<file path="src/rtl/decode_stage.sv">
// decode_stage: RV32I decoder feeding register_manager through a 2-entry (OUT + SKID) buffer.
// Define DECODE_ILLEGAL_TRAP_EN to trap illegal instructions instead of issuing them as NOPs.

package cpu_parameters;
  localparam int xlen = 32;
endpackage

module decode_stage
  import cpu_parameters::*;
(
  input  logic            clk,
  input  logic            rst_n,
  input  logic [31:0]     instr_i,
  input  logic [xlen-1:0] pc_i,
  input  logic            valid_i,
  output logic            ready_o,
  output logic [15:0]     decode_o,
  output logic [24:0]     instruction_o,
  output logic [xlen-1:0] pc_o,
  output logic [xlen-1:0] jal_res_o,
  output logic            valid_o,
  input  logic            ok_i,
  input  logic            flush
`ifdef DECODE_ILLEGAL_TRAP_EN
  ,
  output logic            illegal_o,
  output logic [xlen-1:0] illegal_pc_o
`endif
);

  localparam logic [15:0]     NOP_CODE = 16'hC000;
  localparam logic [xlen-1:0] PC_STEP  = {{(xlen-3){1'b0}}, 3'd4};

  localparam logic [6:0] OP_LUI    = 7'b0110111;
  localparam logic [6:0] OP_AUIPC  = 7'b0010111;
  localparam logic [6:0] OP_JAL    = 7'b1101111;
  localparam logic [6:0] OP_JALR   = 7'b1100111;
  localparam logic [6:0] OP_BRANCH = 7'b1100011;
  localparam logic [6:0] OP_LOAD   = 7'b0000011;
  localparam logic [6:0] OP_STORE  = 7'b0100011;
  localparam logic [6:0] OP_IMM    = 7'b0010011;
  localparam logic [6:0] OP_REG    = 7'b0110011;
  localparam logic [6:0] OP_FENCE  = 7'b0001111;
  localparam logic [6:0] OP_SYSTEM = 7'b1110011;

  typedef enum logic [1:0] {EMPTY, ONE, FULL} state_t;
  state_t state;

  logic [6:0]      opcode;
  logic [2:0]      funct3;
  logic [6:0]      funct7;
  logic [1:0]      unit;
  logic [2:0]      sub_unit;
  logic [3:0]      sel;
  logic            imm;
  logic            j_instr;
  logic            legal;
  logic            is_nop;
  logic [15:0]     dec_word;
  logic [xlen-1:0] link_in;

  logic [15:0]     skid_dec;
  logic [24:0]     skid_instr;
  logic [xlen-1:0] skid_pc;
  logic [xlen-1:0] skid_link;

  logic in_acc;
  logic out_acc;
  logic push;

  always_comb begin
    opcode   = instr_i[6:0];
    funct3   = instr_i[14:12];
    funct7   = instr_i[31:25];
    unit     = 2'd0;
    sub_unit = 3'd0;
    sel      = {1'b0, funct3};
    imm      = 1'b0;
    j_instr  = 1'b0;
    legal    = 1'b1;
    is_nop   = 1'b0;
    case (opcode)
      OP_LUI: begin
        sel = 4'd0;
        imm = 1'b1;
      end
      OP_AUIPC: begin
        sel = 4'd1;
        imm = 1'b1;
      end
      OP_JAL: begin
        sel     = 4'd2;
        imm     = 1'b1;
        j_instr = 1'b1;
      end
      OP_JALR: begin
        sel     = 4'd3;
        imm     = 1'b1;
        j_instr = 1'b1;
        legal   = (funct3 == 3'd0);
      end
      OP_BRANCH: begin
        sub_unit = 3'd1;
        imm      = 1'b1;
        j_instr  = 1'b1;
        legal    = (funct3[2:1] != 2'b01);
      end
      OP_LOAD: begin
        unit  = 2'd1;
        imm   = 1'b1;
        legal = funct3 inside {3'd0, 3'd1, 3'd2, 3'd4, 3'd5};
      end
      OP_STORE: begin
        unit     = 2'd1;
        sub_unit = 3'd1;
        imm      = 1'b1;
        legal    = funct3 inside {3'd0, 3'd1, 3'd2};
      end
      // Only SRAI keeps funct7[5] in the select; other immediates would alias into SUB/SRA codes.
      OP_IMM: begin
        sub_unit = 3'd2;
        imm      = 1'b1;
        if (funct3 == 3'd1) begin
          legal = (funct7 == 7'h00);
        end else if (funct3 == 3'd5) begin
          legal = (funct7 == 7'h00) || (funct7 == 7'h20);
          sel   = {funct7[5], funct3};
        end
      end
      OP_REG: begin
        sub_unit = 3'd2;
        sel      = {funct7[5], funct3};
        legal    = (funct7 == 7'h00) ||
                   ((funct7 == 7'h20) && ((funct3 == 3'd0) || (funct3 == 3'd5)));
      end
      OP_FENCE, OP_SYSTEM: begin
        is_nop = 1'b1;
      end
      default: begin
        legal = 1'b0;
      end
    endcase
    dec_word = (legal && !is_nop) ? {unit, sub_unit, sel, imm, 5'b00000, j_instr} : NOP_CODE;
  end

  assign link_in = pc_i + PC_STEP;
  assign valid_o = (state != EMPTY);
  assign in_acc  = valid_i && ready_o;
  assign out_acc = valid_o && ok_i;

`ifdef DECODE_ILLEGAL_TRAP_EN
  logic halted;
  assign ready_o = (state != FULL) && !halted;
  assign push    = in_acc && legal;
`else
  assign ready_o = (state != FULL);
  assign push    = in_acc;
`endif

  // OUT registers drive the ports directly; decode_o is parked on the NOP code whenever OUT is empty.
  always_ff @(posedge clk) begin
    if (!rst_n) begin
      state         <= EMPTY;
      decode_o      <= NOP_CODE;
      instruction_o <= '0;
      pc_o          <= '0;
      jal_res_o     <= '0;
      skid_dec      <= NOP_CODE;
      skid_instr    <= '0;
      skid_pc       <= '0;
      skid_link     <= '0;
`ifdef DECODE_ILLEGAL_TRAP_EN
      halted        <= 1'b0;
      illegal_o     <= 1'b0;
      illegal_pc_o  <= '0;
`endif
    end else begin
`ifdef DECODE_ILLEGAL_TRAP_EN
      illegal_o <= 1'b0;
`endif
      if (flush) begin
        state    <= EMPTY;
        decode_o <= NOP_CODE;
`ifdef DECODE_ILLEGAL_TRAP_EN
        halted   <= 1'b0;
`endif
      end else begin
`ifdef DECODE_ILLEGAL_TRAP_EN
        if (in_acc && !legal) begin
          illegal_o    <= 1'b1;
          illegal_pc_o <= pc_i;
          halted       <= 1'b1;
        end
`endif
        case (state)
          EMPTY: begin
            if (push) begin
              decode_o      <= dec_word;
              instruction_o <= instr_i[31:7];
              pc_o          <= pc_i;
              jal_res_o     <= link_in;
              state         <= ONE;
            end
          end
          ONE: begin
            if (push && out_acc) begin
              decode_o      <= dec_word;
              instruction_o <= instr_i[31:7];
              pc_o          <= pc_i;
              jal_res_o     <= link_in;
            end else if (push) begin
              skid_dec   <= dec_word;
              skid_instr <= instr_i[31:7];
              skid_pc    <= pc_i;
              skid_link  <= link_in;
              state      <= FULL;
            end else if (out_acc) begin
              decode_o <= NOP_CODE;
              state    <= EMPTY;
            end
          end
          FULL: begin
            if (out_acc) begin
              decode_o      <= skid_dec;
              instruction_o <= skid_instr;
              pc_o          <= skid_pc;
              jal_res_o     <= skid_link;
              state         <= ONE;
            end
          end
          default: begin
            state    <= EMPTY;
            decode_o <= NOP_CODE;
          end
        endcase
      end
    end
  end

endmodule

</file>
<file path="config.mk">
export PLATFORM = sky130hd
export DESIGN_NAME = decode_stage
export DESIGN_NICKNAME = d
export VERILOG_FILES = /design/src/rtl/decode_stage.sv
export SDC_FILE = /design/constraint.sdc
export NUM_CORES = 1
export LEC_CHECK = 0
export BUFFER_PORTS_ARGS = -buffer_cell sky130_fd_sc_hd__buf_2
export CAP_MARGIN = 20
export CORE_ASPECT_RATIO = 0.8
export CORE_MARGIN = 4
export CORE_UTILIZATION = 25
export DETAILED_ROUTE_END_ITERATION = 6
export GPL_ROUTABILITY_DRIVEN = 0
export GPL_TIMING_DRIVEN = 0
export REMOVE_ABC_BUFFERS = 1
export SLEW_MARGIN = 30
export SYNTH_ARGS = -nofsm -noshare
export SYNTH_HDL_FRONTEND = slang
export SYNTH_SLANG_ARGS = --single-unit
</file>
<file path="constraint.sdc">
create_clock -name clk -period 4.2 [get_ports clk]
set_clock_uncertainty 0.15 [all_clocks]
set_input_delay 0.42 -clock clk [delete_from_list [all_inputs] [get_ports clk]]
set_output_delay 0.42 -clock clk [all_outputs]
set_load 0.02 [all_outputs]
</file>
[After elaboration in Yosys (flattened, before gate mapping)]
Index checks and enable logic that the tools add are counted.
Storage, ports and cells
  memories kept: 0
  register bits: 212
  RAM bits: 0
  bits in latches: 0
  logic and storage cells: 104
  bits in read-only memories: 0
Cells by class
  multiplexer cells: 36
  div/mod/pow operators: 0
  $lt $le $gt $ge: 0
  bitwise operators: 3
  shift-type cells: 0
  add/sub/neg operators: 1
  reductions and logical operators: 28
  multiply operators: 0
  equality and inequality tests: 27
Operators with widths (count)
  $mux W32: 6
  $pmux W32 S3: 2
  $mux W16: 6
  $mux W25: 3
  $pmux W25 S3: 1
  $pmux W16 S3: 1
  $add A32 B3 Y32 const B: 1
  $eq A7 B6 Y1 const B: 4
  $eq A7 B7 Y1 const B: 4
  $pmux W4 S6: 1
  $eq A7 B5 Y1 const B: 2
  $reduce_and A4 Y1: 3
  $mux W2: 5
  $ne A2 B2 Y1 const B: 5
  $reduce_or A2 Y1: 5
  $ne A3 B3 Y1 const B: 3
  $mux W4: 2
  $reduce_or A8 Y1: 1
  $eq A7 B2 Y1 const B: 1
  $eq A7 B4 Y1 const B: 1
  $logic_not A7 Y1: 1
  $pmux W1 S7: 1
  $eq A3 B3 Y1 const B: 2
  $mux W1: 6
  other kinds (19): 28

[Longest topological paths before layout]
Gate-level depths: netlist of the first run.
  depth in word-level cells: 9
  gate-level depth with buffers: 9

[Worst setup path after synthesis of the first run]
Ideal clock, no wire load.
  path type: input-to-reg
  start point: input port instr_i[13]
  end point: register decode_o[14]
  data arrival time: 1.752 ns
  path buffers: 2
  path slack: 2.166 ns
  required time: 3.918 ns
  stages on the path: 8
  setup time: 0.132 ns
  path through: clkbuf_1 > or4b_1 > o2111ai_1 > nand4_1 > nand4_1 > buf_2 > and3_1 > o21ai_1
On the way
  word-level cells in the longest chain between the ends: 9
  elaborated cells between the ends (all ways): 19
  classes of those cells: eq/ne (5); mux (7); reduce/logical (7)
RTL lines
  start, declared: line 13  | input logic [31:0] instr_i,
  $eq A3 B3 Y1 or $logic_not A3 Y1 (tied branches)
  $logic_or A1 B1 Y1: line 134  | ((funct7 == 7'h20) && ((funct3 == 3'd0) || (funct3 == 3'd5)));
  $logic_and A1 B1 Y1: line 134
  $logic_or A1 B1 Y1: line 133  | legal = (funct7 == 7'h00) ||
  $pmux W1 S7 *: line 82  | case (opcode)
  $logic_and A1 B1 Y1 *: line 143  | dec_word = (legal && !is_nop) ? {unit, sub_unit, sel, imm, 5'b00000, j_instr} : NOP_CODE;
  $mux W16 *: line 143
  $mux W16 (on tied branches): line 206, 197
  $pmux W16 S3 *: line 195  | case (state)
  end signal, assigned: line 198  | decode_o <= dec_word;
  end signal, assigned: line 207  | decode_o <= dec_word;
  end signal, assigned: line 224  | decode_o <= skid_dec;
  end, declared: line 17  | output logic [15:0] decode_o,
Mark *: on every way between the ends. The rest lies on a longest branch, timed or not. The select of a mux whose other input is x is not followed.
A chain may end at the register's enable or synchronous reset.

[Worst setup path in the final report of the first run]
  start point: register state[1]
  end point: output port ready_o
On the way
  word-level cells in the longest chain between the ends: 1
RTL lines
  start, declared: line 47  | state_t state;
  start signal, assigned: line 163  | state <= EMPTY;
  start signal, assigned: line 182  | state <= EMPTY;
  start signal, assigned: line 202  | state <= ONE;
  $ne A2 B2 Y1: line 156  | assign ready_o = (state != FULL);
  end, declared: line 16  | output logic ready_o,
Every way passes these cells.

==> run metrics, run 1 <==
Syn-to-layout area delta=24.2%; combinational share of power=0.128; vias per cell=4.86; number of hold violations in the final report=0; clk sinks=196; total CTS buffers=17; register area share after synthesis=0.455; Max IR drop VDD=248 µV; Crit path largest cell delay=0.56 ns; DP Wirelength=18.6 mm; DR pass1 iterations=4; # rows=60; DRT Wirelength=26.8 mm; clk buf depth=2; Worst Path Required=3.63 ns; Avg Cell Area, Syn=7.68 µm²; EDFF count, synth=0; CP endpoint kind=output pin; Leak=4.07 nW; clock power share=0.398; Routed Antenna Nets=0; Final Setup Violations=0; Yosys reg bits=196; chip width=216 µm; Worst Hold Launch=pc_i[0]; DRC=0; Crit Path Class=flop to output pin; Slew headroom=0.402; worst min path class=input pin to flop; fmax=0.342 GHz; initial antenna violation count=1; largest net degree at the start of global routing=87; ys flop type=dfxtp_1; most common cell in the netlist=nand2_1; chip height=174 µm; Max Slew Vio Count=0; power density over the cells=389 nW/µm²; Die ar.=37500 µm²; cells along the critical path=inv_1, nor2_4, buf_16, buf_8, inv_6, buf_2; ant diodes=0; top cells by count, synth=nand2_1 (272), dfxtp_1 (196), nor2_1 (124); sw frac=0.298; crit start category=flop; Synth async-reset ratio=0; Final period util=0.696; GRT overflow=0; status=finished clean; htree depth=4; Setup Fix Bufs, Post-CTS=0; post-synthesis cell area=8610 µm²; GRT Total Usage=0.143; Synth Instances=1122; dominant cells by area after synthesis=dfxtp_1 (46%), nand2_1 (12%), a21oi_1 (6.6%), a311oi_1 (6.0%), nor2_1 (5.4%); top-level I/O count=176; clk_lat worst skew=0.45 ns; CP Data Arrival Time=2.35 ns; Cell variety after synth=53; net switching power=1.24 mW; Crit Reg-Reg Startpoint=state[1]; largest fanout on the critical path=31; CTS tree=built; IO buf count=169; Final min period=2.92 ns; top cell type's share of synthesized area=0.455; part of the power in registers=0.474; layout cells sized above 1=0.194; Int Pwr=2.92 mW; max_cap viols=0; First DRT Iteration DRCs=548; vias in the first global route=7735; Initial Util=0.255; Core Footprint=33800 µm²; Reg clk slew, reported paths=0.08 ns; routed via count=8220; synth warn=0; cell accounting for the most synthesized area=dfxtp_1; CTS Root Cell=clkbuf_16; drt wl/cell=15.8 µm; Critical Path Start=state[1]; setup_tns=0 ns; first-pass GRT wire length=43.2 mm; Slew @ Worst Pin=0.894 ns; post-CTS sizing=0; Fill cells=3576; NumNets Final=1315; Post-CTS Hold Buffers=0; RSZ-0062 raised after global routing=no; final hold slack=0.0596 ns; slowest CP cell=dfxtp_1
metal layers:
layer  vias up  global-route usage  wire [µm]
met1      3832               0.195      13000
met2       217               0.222      11700
met4         2              0.0499        579
met3        33              0.0351       1530
met5         -                   0          7
li1       4136                   -          -
cells by family (layout without fill, tap and decap cells):
family	Yosys count	after routing	synth area share
xor gates and xnor gates	27	27	0.0275
and+or+nand+nor	525	525	0.265
muxes	1	1	0.00116
adders and majority gates	1	1	0.00145
DFF	196	196	0.455
AOI/OAI and AO/OA	265	265	0.197
buffers and inverters	106	237	0.0520
other	1	6	0.000435
layout make-up:
cell class / count / area [µm²] / share of cell area
multi-input combinational: 825 / 4300 / 0.402
inverter: 8 / 42.5 / 0.00398
tap: 434 / 543 / 0.0507
clock inverter: 14 / 143 / 0.0133
sequential: 196 / 3920 / 0.367
timing repair buffer: 197 / 1310 / 0.122
clock buffer: 18 / 439 / 0.0410
final timing paths:
check	end	slack [ns]	cells after the start
min	skid_pc[0]	0.06	3
min reg2reg	skid_dec[7]	0.31	2
max	ready_o	1.28	6
max reg2reg	jal_res_o[21]	1.41	6
cells in the final DEF (no fill, tap or decap), types with 17 or more instances in the layout:
cell	n
nand2_1	272
dfxtp_1	196
buf_2	169
nor2_1	123
a21oi_1	113
a311oi_1	59
nand3_1	48
o21ai_0	32
a211oi_1	29
clkbuf_16	17
registers in the layout (all words and copies together), names as in the netlist:
register	count
pc_o	32
skid_link	30
skid_pc	32
instruction_o	25
skid_dec	10
jal_res_o	30
skid_instr	25
state	2
decode_o	10
through the flow:
stage               utilization  total power [mW]  setup slack [ns]  cells  area [µm²]
global route              0.317              4.36              1.14   1692       10700
floorplan                     -              2.31             -3.30   1029        8220
detailed placement        0.300              2.55              1.42   1660       10100
global placement          0.284              2.52             -8.45   1632        9600
CTS                       0.317              4.24              1.24   1692       10700
finish                    0.317              4.16              1.28   1692       10700
worst max-delay path, delay by kind of cell, from the launching register on:
family                 cells  cell delay (ns)
buffers and inverters      5             0.88
flip-flops                 1             0.56
AND/OR/NAND/NOR            1             0.42
power groups by stage:
stage	clock network (mW)	logic (mW)	registers, mW
floorplan	0	0.217	2.09
global placement	0	0.510	2.01
detailed placement	0	0.538	2.01
CTS	1.73	0.539	1.97
global route	1.79	0.588	1.98
finish	1.66	0.533	1.97
(Power assumes the default switching activity.)
==> run 2, diff against run 1 <==
==> constraint.sdc (replaced) <==
create_clock -name clk -period 2.7 [get_ports clk]
set_clock_uncertainty 0.15 [all_clocks]
set_input_delay 0.27 -clock clk [delete_from_list [all_inputs] [get_ports clk]]
set_output_delay 0.27 -clock clk [all_outputs]
set_load 0.02 [all_outputs]
==> run 2 against run 1 <==
  * Via count grew 2.3%
  * Critical path depth is the same
  * Sequential power grew 56%
  * Global-route usage grew 0.25 points
  * Clock-buffer cell count is the same
  * Sequential cell count is the same
  * Design area grew 5.6%
  * Die area is the same
  * Total power grew 57%
  * Final cell count grew 3.6%
  * Largest cell class unchanged
  * Highest routed layer unchanged
==> run metrics, run 2 (synthesis gave the netlist of run 1 again) <==
total power=6.55 mW; number of hold violations in the final report=0; sw frac=0.297; most common cell after layout, fill and taps aside=nand2_1; Fill cells=3516; Initial Util=0.255; CTS tree=built; initial antenna violation count=1; status=finished clean; CP Data Arrival Time=2.80 ns; first-pass GRT wire length=44.2 mm; top-level I/O count=176; CTS Root Cell=clkbuf_16; Crit Path Class=flop to flop; layout cells sized above 1=0.187; DRT Wirelength=27.3 mm; Int Pwr=4.60 mW; worst min path class=input pin to flop; IO buf count=169; chip width=216 µm; largest fanout on the critical path=14; power density over the cells=579 nW/µm²; Max IR drop VDD=387 µV; drt wl/cell=15.6 µm; combinational share of power=0.137; clock power share=0.394; DR pass1 iterations=5; Worst Path Required=2.93 ns; clk sinks=196; met2 wire length=12.0 mm; Final period util=0.953; Leak=4.33 nW; DR top layer=met5; ant diodes=0; htree depth=4; Slew @ Worst Pin=0.845 ns; routed via count=8405; Core Footprint=33800 µm²; RSZ-0062 raised after global routing=yes; # placed instances=1660; non-filler instance count after layout=1753; GRT Total Usage=0.146; Final min period=2.57 ns; GRT overflow=0; vias in the first global route=7981; largest registers=pc_o: 32 flops, skid_pc: 32 flops; Max Slew Vio Count=0; fin util=0.335; clk_lat worst skew=0.45 ns; vias per cell=4.79; DP Wirelength=18.6 mm; net switching power=1.95 mW; max_cap viols=0; met3 WL=1.51 mm; setup_tns=0 ns; fmax=0.389 GHz; Syn-to-layout area delta=31.2%; part of the power in registers=0.468; # rows=60; Routed Antenna Nets=0; Slew headroom=0.435; DRC=0; CP endpoint kind=flop; NumNets Final=1376; M1 WL=13.1 mm; total CTS buffers=17; clk buf depth=2; commonest non-fill, non-tap cells in the layout=nand2_1 (272), dfxtp_1 (196), buf_2 (169), nor2_1 (123), a21oi_1 (113); largest net degree at the start of global routing=87; Reg clk slew, reported paths=0.08 ns; chip height=174 µm; Final Setup Violations=0; First DRT Iteration DRCs=582; Die ar.=37500 µm²; crit start category=flop
## run 2: worst paths after layout
check	start	end	slack, ns	depth (start not counted)
hold reg to reg	skid_dec[12]	skid_dec[12]	0.30	2
setup reg to reg	state[1]	decode_o[0]	0.13	6
hold / removal	instr_i[4]	decode_o[11]	0.08	4
setup / recovery	state[1]	decode_o[0]	0.13	6
## run 2: per-layer routing
metal	global-route usage	up-vias
met3	0.0337	33
li1	-	4260
met1	0.198	3883
met2	0.228	227
met5	0	-
met4	0.0507	2
## run 2: power groups by stage
| stage | clock network (mW) | registers, mW | logic (mW) |
|---|---|---|---|
| floorplan | 0 | 3.25 | 0.338 |
| global placement | 0 | 3.13 | 0.794 |
| detailed placement | 0 | 3.13 | 0.837 |
| CTS | 2.70 | 3.07 | 0.906 |
| global route | 2.78 | 3.08 | 0.989 |
| finish | 2.58 | 3.07 | 0.899 |
## run 2: layout make-up
cell class,instances,area [µm²],area share
tap,434,543,0.0480
multi-input combinational,825,4300,0.380
clock buffer,18,439,0.0389
timing repair buffer,258,1910,0.169
clock inverter,14,143,0.0126
sequential,196,3920,0.347
inverter,8,42.5,0.00376
## run 2: stage by stage
| stage | worst slack, ns | hold WS, ns | instance area, µm² |
|---|---|---|---|
| 6_report | 0.127 | 0.0848 | 11300 |
| 5_1_grt | -0.0671 | 0.106 | 11300 |
| 4_1_cts | 0.102 | 0.0497 | 11300 |
| 3_3_place_gp | -9.91 | 0.291 | 9600 |
| 3_5_place_dp | -0.0788 | 0.297 | 10100 |
| 2_1_floorplan | -4.80 | 0.199 | 8220 |
## run 2: worst max-delay path, stage by stage (launching register included)
cell,delay [ns]
dfxtp_1,0.42
nor2b_1,0.29
a211oi_1,0.10
a21oi_2,0.51
a21boi_1,0.67
o21ai_0,0.20
a21oi_1,0.16
## run 2: repair_timing
item	CTS	global route
setup endpoints to repair	22	14
endpoints found under the hold margin	114	0
hold buffers	58	0
setup buffers	3	0
pin swaps	2	0
resized for setup	0	0
==> run 3, diff against run 2 <==
--- a/config.mk
+++ b/config.mk
@@ -7,7 +7,6 @@
 export LEC_CHECK = 0
 export BUFFER_PORTS_ARGS = -buffer_cell sky130_fd_sc_hd__buf_2
 export CAP_MARGIN = 20
-export CORE_ASPECT_RATIO = 0.8
 export CORE_MARGIN = 4
 export CORE_UTILIZATION = 25
 export DETAILED_ROUTE_END_ITERATION = 6
==> run 3 against run 2 <==
  * Routed wire length fell by 0.96%
  * Via count up 0.11%
  * Critical path depth is 2 higher
  * Critical endpoint is now decode_o[14]
  * Sequential cell count stayed put
  * Clock power is 4% lower
  * Maximum frequency rose by 2.8%
  * Largest power group unchanged
  * Sequential power about the same
  * Largest cell class unchanged
  * Non-clock buffer count down 1
  * Design area up 0.12%
==> run metrics, run 3 (synthesis gave the netlist of run 1 again) <==
status=finished clean; slowest CP cell=nand4_1; Core Footprint=33800 µm²; # rows=67; layout cells sized above 1=0.187; Leak=4.32 nW; chip height=194 µm; clock power share=0.384; clk_lat worst skew=0.44 ns; worst setup margin=0.198 ns; vias in the first global route=7890; drt wl/cell=15.3 µm; total CTS buffers=17; IO buf count=169; largest fanout on the critical path=20; Slew @ Worst Pin=0.837 ns; CP endpoint kind=flop; top-level I/O count=176; combinational share of power=0.141; Max Slew Vio Count=0; max_cap viols=0; CP delay by family, top=simple AND/OR/NAND/NOR gates; DP Wirelength=18.3 mm; worst min path class=input pin to flop; DRC=0; DRT Wirelength=27.0 mm; Die ar.=37500 µm²; Crit path largest cell delay=0.57 ns; Crit Path Class=input pin to flop; Buf+Inv Stages, Crit Path=2; part of the power in registers=0.475; clk buf depth=2; CTS tree=built; CP Data Arrival Time=2.65 ns; initial antenna violation count=1; NumNets Final=1375; CTS Root Cell=clkbuf_16; Final min period=2.50 ns; fmax=0.400 GHz; chip width=194 µm; Place WS=-0.201 ns; vias per cell=4.77; Slew headroom=0.440; Int Pwr=4.65 mW; htree depth=4; fin util=0.335; net switching power=1.80 mW; DR pass1 iterations=5; GRT Total Usage=0.142; total power=6.45 mW; GRT overflow=0; Fill cells=3513; sw frac=0.279; power density over the cells=570 nW/µm²; First DRT Iteration DRCs=587; clk sinks=196; cells along the critical path=dlygate4sd3_1, buf_2, or4b_1, o2111ai_1, nand4_1, nand4_1, and3_1, o21ai_1; largest registers=pc_o: 32 flops, skid_pc: 32 flops; largest net degree at the start of global routing=93; first-pass GRT wire length=43.8 mm; ant diodes=0; commonest non-fill, non-tap cells in the layout=nand2_1 (272), dfxtp_1 (194), buf_2 (169), nor2_1 (123), a21oi_1 (112); number of hold violations in the final report=0; setup_tns=0 ns; Initial Util=0.255; routed via count=8414; most common cell after layout, fill and taps aside=nand2_1; RSZ-0062 raised after global routing=no; Reg clk slew, reported paths=0.07 ns; Worst Path Required=2.85 ns; crit start category=input pin; Syn-to-layout area delta=31.4%; Routed Antenna Nets=0; Max IR drop VDD=454 µV; Crit path top cell by count=nand4_1; Final Setup Violations=0; Final period util=0.927
run 3: area by class of cell:
cell class	instances	area [µm²]	area share
inverters	8	42.5	0.00376
clock inverters	11	104	0.00918
well taps	448	561	0.0495
multi-input cells	825	4310	0.381
clock buffers	20	447	0.0395
flip-flops and latches	196	3930	0.347
repair buffers	257	1930	0.170
run 3: repair_timing:
| item | in CTS | in global routing |
|---|---|---|
| setup endpoints to repair | 23 | 20 |
| buffers inserted | 2 | 1 |
| gates resized for setup | 2 | 2 |
| hold buffers | 58 | 0 |
| hold endpoints to repair | 107 | 0 |
| pin swaps | 3 | 1 |
run 3: path summary, 6_finish.rpt:
check                 start             end  slack, ns  cells after the start
max             instr_i[13]    decode_o[14]       0.20                      8
min              instr_i[4]    skid_dec[11]       0.09                      4
max reg2reg        state[1]   jal_res_o[25]       0.28                      8
min reg2reg  skid_instr[13]  skid_instr[13]       0.30                      2
run 3: per-stage QoR:
step                      std cells  hold slack (ns)  area, µm²
final                          1765           0.0882      11300
after floorplan                1029            0.199       8220
after global routing           1765           0.0975      11300
after detailed placement       1673            0.294      10200
after global placement         1646            0.290       9620
after CTS                      1764           0.0612      11300
run 3: worst register-to-register path, stage by stage (launching register included):
cell and delay (ns):
dfxtp_2 0.38, nand2b_1 0.24, a21oi_2 0.28, nor2_1 0.12
nor2_4 0.18, buf_16 0.17, buf_16 0.17, nand3_1 0.30
o221ai_1 0.33
run 3: power by group through the flow:
stage	clock network, mW	registers, mW	logic (mW)
after floorplan	0	3.25	0.338
after global placement	0	3.12	0.797
after detailed placement	0	3.13	0.847
after CTS	2.60	3.06	0.917
after global routing	2.70	3.08	0.996
final	2.48	3.06	0.909
run 3: layer usage:
metal | share of wire | wire length, µm | track usage
met2 | 0.47 | 12600 | 0.227
met5 | 0.00048 | 13 | 0
met3 | 0.047 | 1260 | 0.0290
met1 | 0.47 | 12800 | 0.194
met4 | 0.014 | 367 | 0.0414
